--- config.mk ---
export PLATFORM = sky130hd
export DESIGN_NAME = seq_divider_restoring
export DESIGN_NICKNAME = d
export VERILOG_FILES = /design/src/rtl/div_pkg.sv /design/src/rtl/divider_step.sv /design/src/rtl/seq_divider_restoring.sv
export SDC_FILE = /design/constraint.sdc
export NUM_CORES = 1
export LEC_CHECK = 0
export CAP_MARGIN = 0
export CORE_MARGIN = 3
export CORE_UTILIZATION = 40
export DETAILED_ROUTE_END_ITERATION = 7
export GPL_TIMING_DRIVEN = 1
export PLACE_DENSITY_LB_ADDON = 0.05
export SYNTH_ARGS = -nofsm -noshare
export SYNTH_HDL_FRONTEND = slang
export SYNTH_SLANG_ARGS = --single-unit
--- constraint.sdc ---
create_clock -name clk -period 8.3 [get_ports clk]
set_input_delay 1.66 -clock clk [delete_from_list [all_inputs] [get_ports clk]]
set_output_delay 1.66 -clock clk [all_outputs]
set_load 0.01 [all_outputs]
--- src/rtl/div_pkg.sv ---
// Shared types and constants for the sequential restoring divider.
// Holds the controller state encoding, the default operand width and
// the matching iteration counter width.
package div_pkg;

   typedef enum logic [1:0] {
      IDLE = 2'd0,
      CALC = 2'd1,
      DONE = 2'd2
   } state_t;

   localparam int DIV_WIDTH = 16;
   localparam int DIV_CNT_W = $clog2(DIV_WIDTH + 1);

endpackage

--- src/rtl/divider_step.sv ---
// One restoring division iteration: shift partial remainder left by one
// quotient bit, trial-subtract the divisor, shift the result bit into Q.
// Ports: r/q/d in -> r_next/q_next out; purely combinational, no latency.
module divider_step
   import div_pkg::*;
#(
   parameter int WIDTH = DIV_WIDTH
) (
   input  logic [WIDTH-1:0] r,
   input  logic [WIDTH-1:0] q,
   input  logic [WIDTH-1:0] d,
   output logic [WIDTH-1:0] r_next,
   output logic [WIDTH-1:0] q_next
);

   // The partial remainder is always below D, so it fits in WIDTH bits;
   // only the shifted trial value needs the extra bit.
   logic [WIDTH:0] t;
   logic [WIDTH:0] diff;
   logic           ge;

   always_comb begin
      t    = {r, q[WIDTH-1]};
      diff = t - {1'b0, d};
      ge   = (t >= {1'b0, d});
      if (ge) begin
         r_next = diff[WIDTH-1:0];
         q_next = {q[WIDTH-2:0], 1'b1};
      end else begin
         r_next = t[WIDTH-1:0];
         q_next = {q[WIDTH-2:0], 1'b0};
      end
   end

endmodule

--- src/rtl/seq_divider_restoring.sv ---
// Iterative restoring divider, 2*WIDTH / WIDTH -> WIDTH quotient + remainder.
// Latency: WIDTH+1 cycles from accept to out_valid (1 cycle for div-by-zero/overflow).
// Backpressure: result and flags held in DONE until out_ready; one op in flight.
// Ports: clk, rst_n (sync, active-low); in_valid/in_ready + dividend/divisor;
//        out_valid/out_ready + quotient/remainder/div_by_zero/overflow.
// Optional: define DIVIDER_SIGNED_EN to add in_signed (two's complement operands).
module seq_divider_restoring
   import div_pkg::*;
#(
   parameter int WIDTH = DIV_WIDTH
) (
   input  logic                 clk,
   input  logic                 rst_n,
   input  logic                 in_valid,
`ifdef DIVIDER_SIGNED_EN
   input  logic                 in_signed,
`endif
   output logic                 in_ready,
   input  logic [2*WIDTH-1:0]   dividend,
   input  logic [WIDTH-1:0]     divisor,
   output logic                 out_valid,
   input  logic                 out_ready,
   output logic [WIDTH-1:0]     quotient,
   output logic [WIDTH-1:0]     remainder,
   output logic                 div_by_zero,
   output logic                 overflow
);

   localparam int CNT_W = $clog2(WIDTH + 1);

   state_t           state, state_nxt;
   logic [WIDTH-1:0] r, q, d;
   logic [CNT_W-1:0] count;
   logic             dbz, ovf;
   logic [WIDTH-1:0] r_step, q_step;
   logic [WIDTH-1:0] r_fix, q_fix;
   logic             sgn_ovf;

   logic [2*WIDTH-1:0] dvd_mag;
   logic [WIDTH-1:0]   dvs_mag;
   logic               pre_ovf;
   logic               accept;
   logic               last_iter;

`ifdef DIVIDER_SIGNED_EN
   logic is_signed, q_neg, r_neg;
`endif

   // Operand magnitudes; in unsigned mode these are the raw operands.
   always_comb begin
      dvd_mag = dividend;
      dvs_mag = divisor;
`ifdef DIVIDER_SIGNED_EN
      if (in_signed) begin
         dvd_mag = dividend[2*WIDTH-1] ? -dividend : dividend;
         dvs_mag = divisor[WIDTH-1]    ? -divisor  : divisor;
      end
`endif
   end

   // Upper half >= divisor means the quotient needs more than WIDTH bits.
   assign pre_ovf   = (dvd_mag[2*WIDTH-1:WIDTH] >= dvs_mag);
   assign accept    = in_valid && in_ready;
   assign last_iter = (count == CNT_W'(WIDTH - 1));

   divider_step #(.WIDTH(WIDTH)) u_step (
      .r      (r),
      .q      (q),
      .d      (d),
      .r_next (r_step),
      .q_next (q_step)
   );

   // Sign correction folded into the final iteration so latency is unchanged.
   always_comb begin
      q_fix   = q_step;
      r_fix   = r_step;
      sgn_ovf = 1'b0;
`ifdef DIVIDER_SIGNED_EN
      if (q_neg) q_fix = -q_step;
      if (r_neg) r_fix = -r_step;
      if (is_signed) begin
         // Negative results may reach -2^(W-1); positive ones stop at 2^(W-1)-1.
         sgn_ovf = q_neg ? (q_step > {1'b1, {(WIDTH-1){1'b0}}}) : q_step[WIDTH-1];
      end
`endif
   end

   always_ff @(posedge clk) begin
      if (!rst_n) state <= IDLE;
      else        state <= state_nxt;
   end

   always_comb begin
      state_nxt = state;
      in_ready  = 1'b0;
      out_valid = 1'b0;
      unique case (state)
         IDLE: begin
            in_ready = 1'b1;
            if (in_valid) begin
               state_nxt = ((divisor == '0) || pre_ovf) ? DONE : CALC;
            end
         end
         CALC: begin
            if (last_iter) state_nxt = DONE;
         end
         DONE: begin
            out_valid = 1'b1;
            if (out_ready) state_nxt = IDLE;
         end
         default: state_nxt = IDLE;
      endcase
   end

   always_ff @(posedge clk) begin
      if (!rst_n) begin
         r     <= '0;
         q     <= '0;
         d     <= '0;
         count <= '0;
         dbz   <= 1'b0;
         ovf   <= 1'b0;
`ifdef DIVIDER_SIGNED_EN
         is_signed <= 1'b0;
         q_neg     <= 1'b0;
         r_neg     <= 1'b0;
`endif
      end else begin
         if (accept) begin
            count <= '0;
            dbz   <= 1'b0;
            ovf   <= 1'b0;
`ifdef DIVIDER_SIGNED_EN
            is_signed <= in_signed;
            q_neg     <= in_signed && (dividend[2*WIDTH-1] ^ divisor[WIDTH-1]);
            r_neg     <= in_signed && dividend[2*WIDTH-1];
`endif
            if (divisor == '0) begin
               dbz <= 1'b1;
               q   <= '1;
               r   <= dividend[WIDTH-1:0];
            end else if (pre_ovf) begin
               ovf <= 1'b1;
               q   <= '1;
               r   <= dividend[WIDTH-1:0];
            end else begin
               r <= dvd_mag[2*WIDTH-1:WIDTH];
               q <= dvd_mag[WIDTH-1:0];
               d <= dvs_mag;
            end
         end else if (state == CALC) begin
            count <= count + 1'b1;
            if (last_iter) begin
               q   <= q_fix;
               r   <= r_fix;
               ovf <= sgn_ovf;
            end else begin
               q <= q_step;
               r <= r_step;
            end
         end
      end
   end

   assign quotient    = q;
   assign remainder   = r;
   assign div_by_zero = dbz;
   assign overflow    = ovf;

endmodule

==> flow_summary.toml, run 1 <==
[min_path]
hold_end = "d[15]"
hp-class = "register to register"
hp-start = "d[15]"
hold_depth = 2

[pwr]
p_per_area_nw_per_um2 = 219
swShare_pct = 39.1
power.internal_uw = 682
p_leak_nw = 2.06
pwr-share-comb_pct = 46.2
vdd_drop_max_mv = 0.0973
p_clk_share_pct = 23.8
power.switching_uw = 438
p_seq_share_pct = 30.0

[placement]
dp_hpwl_mm = 9.13
dp_slack_ns = 3.42
place_congestion = 0.888
io_buffer_count = 87

[detailed_routing]
vias = 3992
postRouteAntennaNets = 0
drt-total-wl_mm = 12.5
drt-initial-drc-count = 251
firstDrtPassIters = 5
drc = 0
vias_per_cell = 5.51
wl_per_cell_um = 17.3

[setup_path]
r2r-end = "remainder[0]"
path_max_fanout = 36
cpPeakStageDelay_ns = 0.65
path_class = "input pin to register"
rr_worst_depth = 8
cpLargestDelayFamily = "simple AND/OR/NAND/NOR gates"
regToRegStartpoint = "remainder[13]"
crit_path_start_kind = "input pin"
cp_num_buf_inv = 2
cp.arrival_ns = 4.77
path_cells = "clkdlybuf4s50_1, inv_1, ha_1, a21o_1, a221o_1, a211oi_2, nand3_4, nor2_2, nand2_1, a21oi_1"
end_kind = "register"
cp_data_required_time_ns = 8.55
crit_slowest_cell = "nor2_2"
reg2reg_slack_ns = 5.21

[timing]
tightest_slew_ns = 1.11
fin_crit_ns = 4.53
tns_ns = 0
clock.fmax_mhz = 221
rsz0062_at_grt = "false"
setup_slack_ns = 3.77
maxSlewViolCount = 0
max-slew-margin-rel_pct = 25.8
finClkSkew_ns = 0.0102
finalHoldViolCount = 0
finalCritPeriodShare_pct = 54.5
setup_viol = 0

[synth]
async_reset_ff_share_pct = 0
synth_area_per_cell_sq_um = 7.72
synth_area_sq_um = 3990
ys_seq_area_share_pct = 28.6
synthTopCellsByCount = "nand2_1 (98), dfxtp_1 (57), a21oi_1 (48)"
synth_area_leaders = "dfxtp_1 (29%), ha_1 (11%), nand2_1 (9.2%)"
yosysMostFrequentCell = "nand2_1"
synth_edf_count = 0
yosys.area.top_type = "dfxtp_1"
yosysWarnings = 0
synth_nets = 604
synth_top_flop_cell = "dfxtp_1"
synth_seq_cells = 57
synth_top_area_share_pct = 28.6
synthCells = 517
ys_types = 58

[clock_network]
clk_pin_slew_ns = 0.06
cts_num_sinks = 57
cts_buffers = 9
insertion_delay_ns = 0.35
cts_root_buf = "clkbuf_8"
clk_path_buf_depth = 2
post-cts-setup-buffers = 0
cts-resized-gates = 0
cts-htree-levels = 3
cts_tree = "yes"
ctsHoldBuffers = 0

[global_routing]
grt_max_degree = 49
overflow = 0
grt_pass1_vias = 3942
grt_pass1_wl_mm = 20.3
antenna_found_initial = 0
grt_use_total_pct = 22.8

[floorplanning]
coreArea_sq_um = 9460
dieWidth_um = 106
die_area_sq_um = 11200
dieHeight_um = 106
io_pins = 88
rows = 35
initial_utilization_pct = 42.2

[flow_run]
max_cap_violations = 0

[finish]
utilization_pct = 54.0
fill_cells = 960
area_growth_pct = 27.9
drive_above_1_share_pct = 5.55
nets = 678
antenna_cells = 0

[status]
outcome = "complete, no violations"
==> logic make-up (layout without fill, tap and decap cells) <==
logic type / after synthesis / after routing / share of synthesized area [%]
and+or+nand+nor: 189 / 189 / 21.7
xor gates and xnor gates: 12 / 12 / 2.63
muxes: 17 / 17 / 4.58
AOI/OAI and AO/OA: 138 / 138 / 23.8
DFF: 57 / 57 / 28.6
buffers and inverters: 69 / 147 / 7.49
adders and majority gates: 35 / 35 / 11.2
==> worst register-to-register path: cells and delay by family (launching register included) <==
kind | cells | cell delay, ns
AOI/OAI and AO/OA | 5 | 1.25
DFF | 1 | 0.36
adders and majority gates | 1 | 0.39
and+or+nand+nor | 2 | 0.98
==> how the worst max path moves through the flow <==
| stage | startpoint | end | cells after the start | slack [ns] |
|---|---|---|---|---|
| after detailed placement | divisor[15] | d[13] | 10 | 3.42 |
| final | divisor[9] | d[6] | 10 | 3.77 |
| after floorplan | divisor[15] | remainder[6] | 10 | 4.52 |
| after CTS | divisor[15] | d[13] | 10 | 3.76 |
| after global routing | divisor[13] | quotient[0] | 10 | 3.54 |
| after global placement | divisor[9] | quotient[0] | 10 | 3.45 |
==> through the flow <==
step | total power, mW | instance area, sq um | hold WS (ns) | cells
finish | 1.12 | 5100 | 0.457 | 724
global route | 1.20 | 5100 | 0.474 | 724
global placement | 0.849 | 4910 | 0.444 | 709
detailed placement | 0.857 | 4910 | 0.447 | 709
CTS | 1.13 | 5100 | 0.456 | 724
floorplan | 0.695 | 3990 | 0.436 | 517
==> layout by cell type, fill, tap and decap left out, types with 8 or more instances in the layout <==
cell | Yosys | layout
a31oi_1 | 11 | 11
inv_1 | 40 | 40
nand2_1 | 98 | 98
nor3_1 | 10 | 10
ha_1 | 34 | 34
mux2_2 | 8 | 8
nor2_1 | 24 | 24
nand3_1 | 21 | 21
o311a_1 | 15 | 15
dfxtp_1 | 57 | 57
clkdlybuf4s50_1 | 0 | 87
o221ai_1 | 8 | 8
a21oi_1 | 48 | 48
clkbuf_8 | 0 | 11
o21ai_0 | 16 | 16
==> area by class of cell <==
type / count / area [sq um] / area share [%]
timing repair buffer: 91 / 901 / 17.6
clock inverter: 3 / 40.0 / 0.784
tap: 129 / 161 / 3.16
sequential: 57 / 1140 / 22.4
clock buffer: 12 / 155 / 3.04
inverter: 41 / 154 / 3.01
multi-input combinational: 391 / 2550 / 50.0
==> power by group through the flow <==
| stage | sequential (mW) | clock, mW | combinational (mW) |
|---|---|---|---|
| 2_1_floorplan | 0.346 | 0 | 0.349 |
| 3_3_place_gp | 0.342 | 0 | 0.507 |
| 3_5_place_dp | 0.342 | 0 | 0.515 |
| 4_1_cts | 0.336 | 0.272 | 0.520 |
| 5_1_grt | 0.341 | 0.283 | 0.578 |
| 6_report | 0.336 | 0.266 | 0.518 |
==> registers in the layout (all words and copies together), names as in the netlist <==
register     flops
count            5
d               16
div_by_zero      1
overflow         1
quotient        16
remainder       16
state            2
==> per-layer routing <==
metal | vias up | global-route usage (%) | share of wire, % | wire length, um
li1 | 2013 | - | - | -
met1 | 1840 | 30.8 | 46 | 5740
met2 | 117 | 37.2 | 46 | 5780
met3 | 22 | 3.49 | 5.6 | 695
met4 | 0 | 7.03 | 2.3 | 294
met5 | - | 0 | 0 | 0
(Power assumes the default switching activity.)
==> inputs of run 2 (changes only) <==
Clock period 8.3 ns to 3.9 ns, I/O delays scaled along.
==> run 2 against run 1 <==
Critical path depth rose by 1. Sequential cell count is the same. Non-clock buffer count rose by 9. Count of clock-buffer cells in the layout down 2. Final cell count rose by 1.2%. Largest power group unchanged.
==> flow_summary.toml, run 2 (synthesized netlist as in run 1, its figures left out) <==
[status]
outcome = "complete, no violations"

[pwr]
p_per_area_nw_per_um2 = 471
p_clk_share_pct = 23.3
vdd_drop_max_mv = 0.230
p_leak_nw = 2.11
p_seq_share_pct = 29.6
swShare_pct = 40.1
power.internal_mw = 1.46
pwr-share-comb_pct = 47.1
power.switching_uw = 979

[finish]
fill_cells = 958
antenna_cells = 0
nets = 687
drive_above_1_share_pct = 7.12
mostFrequentLayoutCell = "nand2_1"
utilization_pct = 54.8
layout_common_cells = "nand2_1 (98), clkdlybuf4s50_1 (87), dfxtp_1 (57)"
layout.cells.non_filler = 733
area_growth_pct = 29.9

[setup_path]
end_kind = "register"
cpPeakStageDelay_ns = 0.58
cp_data_required_time_ns = 4.11
cp_num_buf_inv = 3
crit_path_start_kind = "input pin"
path_max_fanout = 18
cp.arrival_ns = 3.69
crit_slowest_cell = "or4_4"
path_class = "input pin to register"
path_cells = "clkdlybuf4s50_1, inv_1, ha_1, and4_1, nand4_1, or4_4, nand3_4, buf_4, mux2_2, o221ai_1, a31oi_1"
cpLargestDelayFamily = "simple AND/OR/NAND/NOR gates"

[timing]
max-slew-margin-rel_pct = 45.3
finClkSkew_ns = 0.0120
tightest_slew_ns = 0.819
rsz0062_at_grt = "false"
maxSlewViolCount = 0
finalCritPeriodShare_pct = 89.2
finalHoldViolCount = 0
tns_ns = 0
fin_crit_ns = 3.48
clock.fmax_mhz = 288
setup_viol = 0

[flow_run]
max_cap_violations = 0

[floorplanning]
io_pins = 88
dieHeight_um = 106
initial_utilization_pct = 42.2
coreArea_sq_um = 9460
rows = 35
dieWidth_um = 106
die_area_sq_um = 11200

[clock_network]
cts_buffers = 9
ctsHoldBuffers = 0
clk_pin_slew_ns = 0.07
cts-resized-gates = 0
clk_path_buf_depth = 2
cts_tree = "yes"
cts_num_sinks = 57
cts_root_buf = "clkbuf_8"
post-cts-setup-buffers = 0
insertion_delay_ns = 0.35
cts-htree-levels = 3

[detailed_routing]
drt-total-wl_mm = 13.0
vias_per_cell = 5.66
firstDrtPassIters = 4
drt-initial-drc-count = 198
drc = 0
vias = 4147
wl_per_cell_um = 17.8
postRouteAntennaNets = 0

[placement]
io_buffer_count = 87
place_congestion = 0.935
dp_hpwl_mm = 9.99
placed_cells = 718

[global_routing]
grt_use_total_pct = 23.6
grt_pass1_vias = 4049
grt_pass1_wl_mm = 21.0
antenna_found_initial = 1
grt_max_degree = 42
overflow = 0

[min_path]
hp-class = "register to register"
## run 2: routing by layer
metal / up-vias / GRT usage (%) / wire [um] / share of wire (%)
met5: - / 0 / 13 / 0.10
met4: 2 / 7.49 / 355 / 2.7
met3: 27 / 5.14 / 722 / 5.5
met2: 128 / 40.1 / 6350 / 49
met1: 1961 / 29.7 / 5610 / 43
li1: 2029 / - / - / -
## run 2: power groups by stage
stage,registers [mW],clock network [mW],logic [mW]
final,0.722,0.570,1.15
after global routing,0.733,0.607,1.28
after CTS,0.721,0.580,1.15
after detailed placement,0.734,0,1.14
after global placement,0.733,0,1.13
after floorplan,0.736,0,0.744
## run 2: final timing paths
check                       end         from  slack (ns)  depth (start not counted)
hold / removal            d[15]        d[15]        0.46                          2
setup reg to reg  remainder[12]        d[14]        0.93                         10
setup / recovery   remainder[3]  divisor[15]        0.42                         11
hold reg to reg           d[15]        d[15]        0.46                          2
## run 2: worst min-delay path, cell delays in order, from the launching register on
cell and delay (ns):
dfxtp_1 0.31, nand2_1 0.05, a21oi_1 0.05
## run 2: layout make-up
type,instances,area (sq um),share of cell area [%]
tap,129,161,3.11
timing repair buffer,100,981,18.9
inverter,41,154,2.97
clock inverter,5,56.3,1.09
multi-input combinational,391,2550,49.2
sequential,57,1140,22.0
clock buffer,10,138,2.66
## run 2: metrics by stage
stage / total power [mW] / setup WS (ns) / instance area [sq um] / hold slack [ns]
after floorplan: 1.48 / 0.998 / 3990 / 0.436
after global placement: 1.86 / 0.176 / 4990 / 0.446
final: 2.44 / 0.422 / 5180 / 0.457
after CTS: 2.45 / 0.456 / 5180 / 0.457
after detailed placement: 1.88 / 0.0852 / 4990 / 0.447
after global routing: 2.62 / 0.281 / 5180 / 0.481
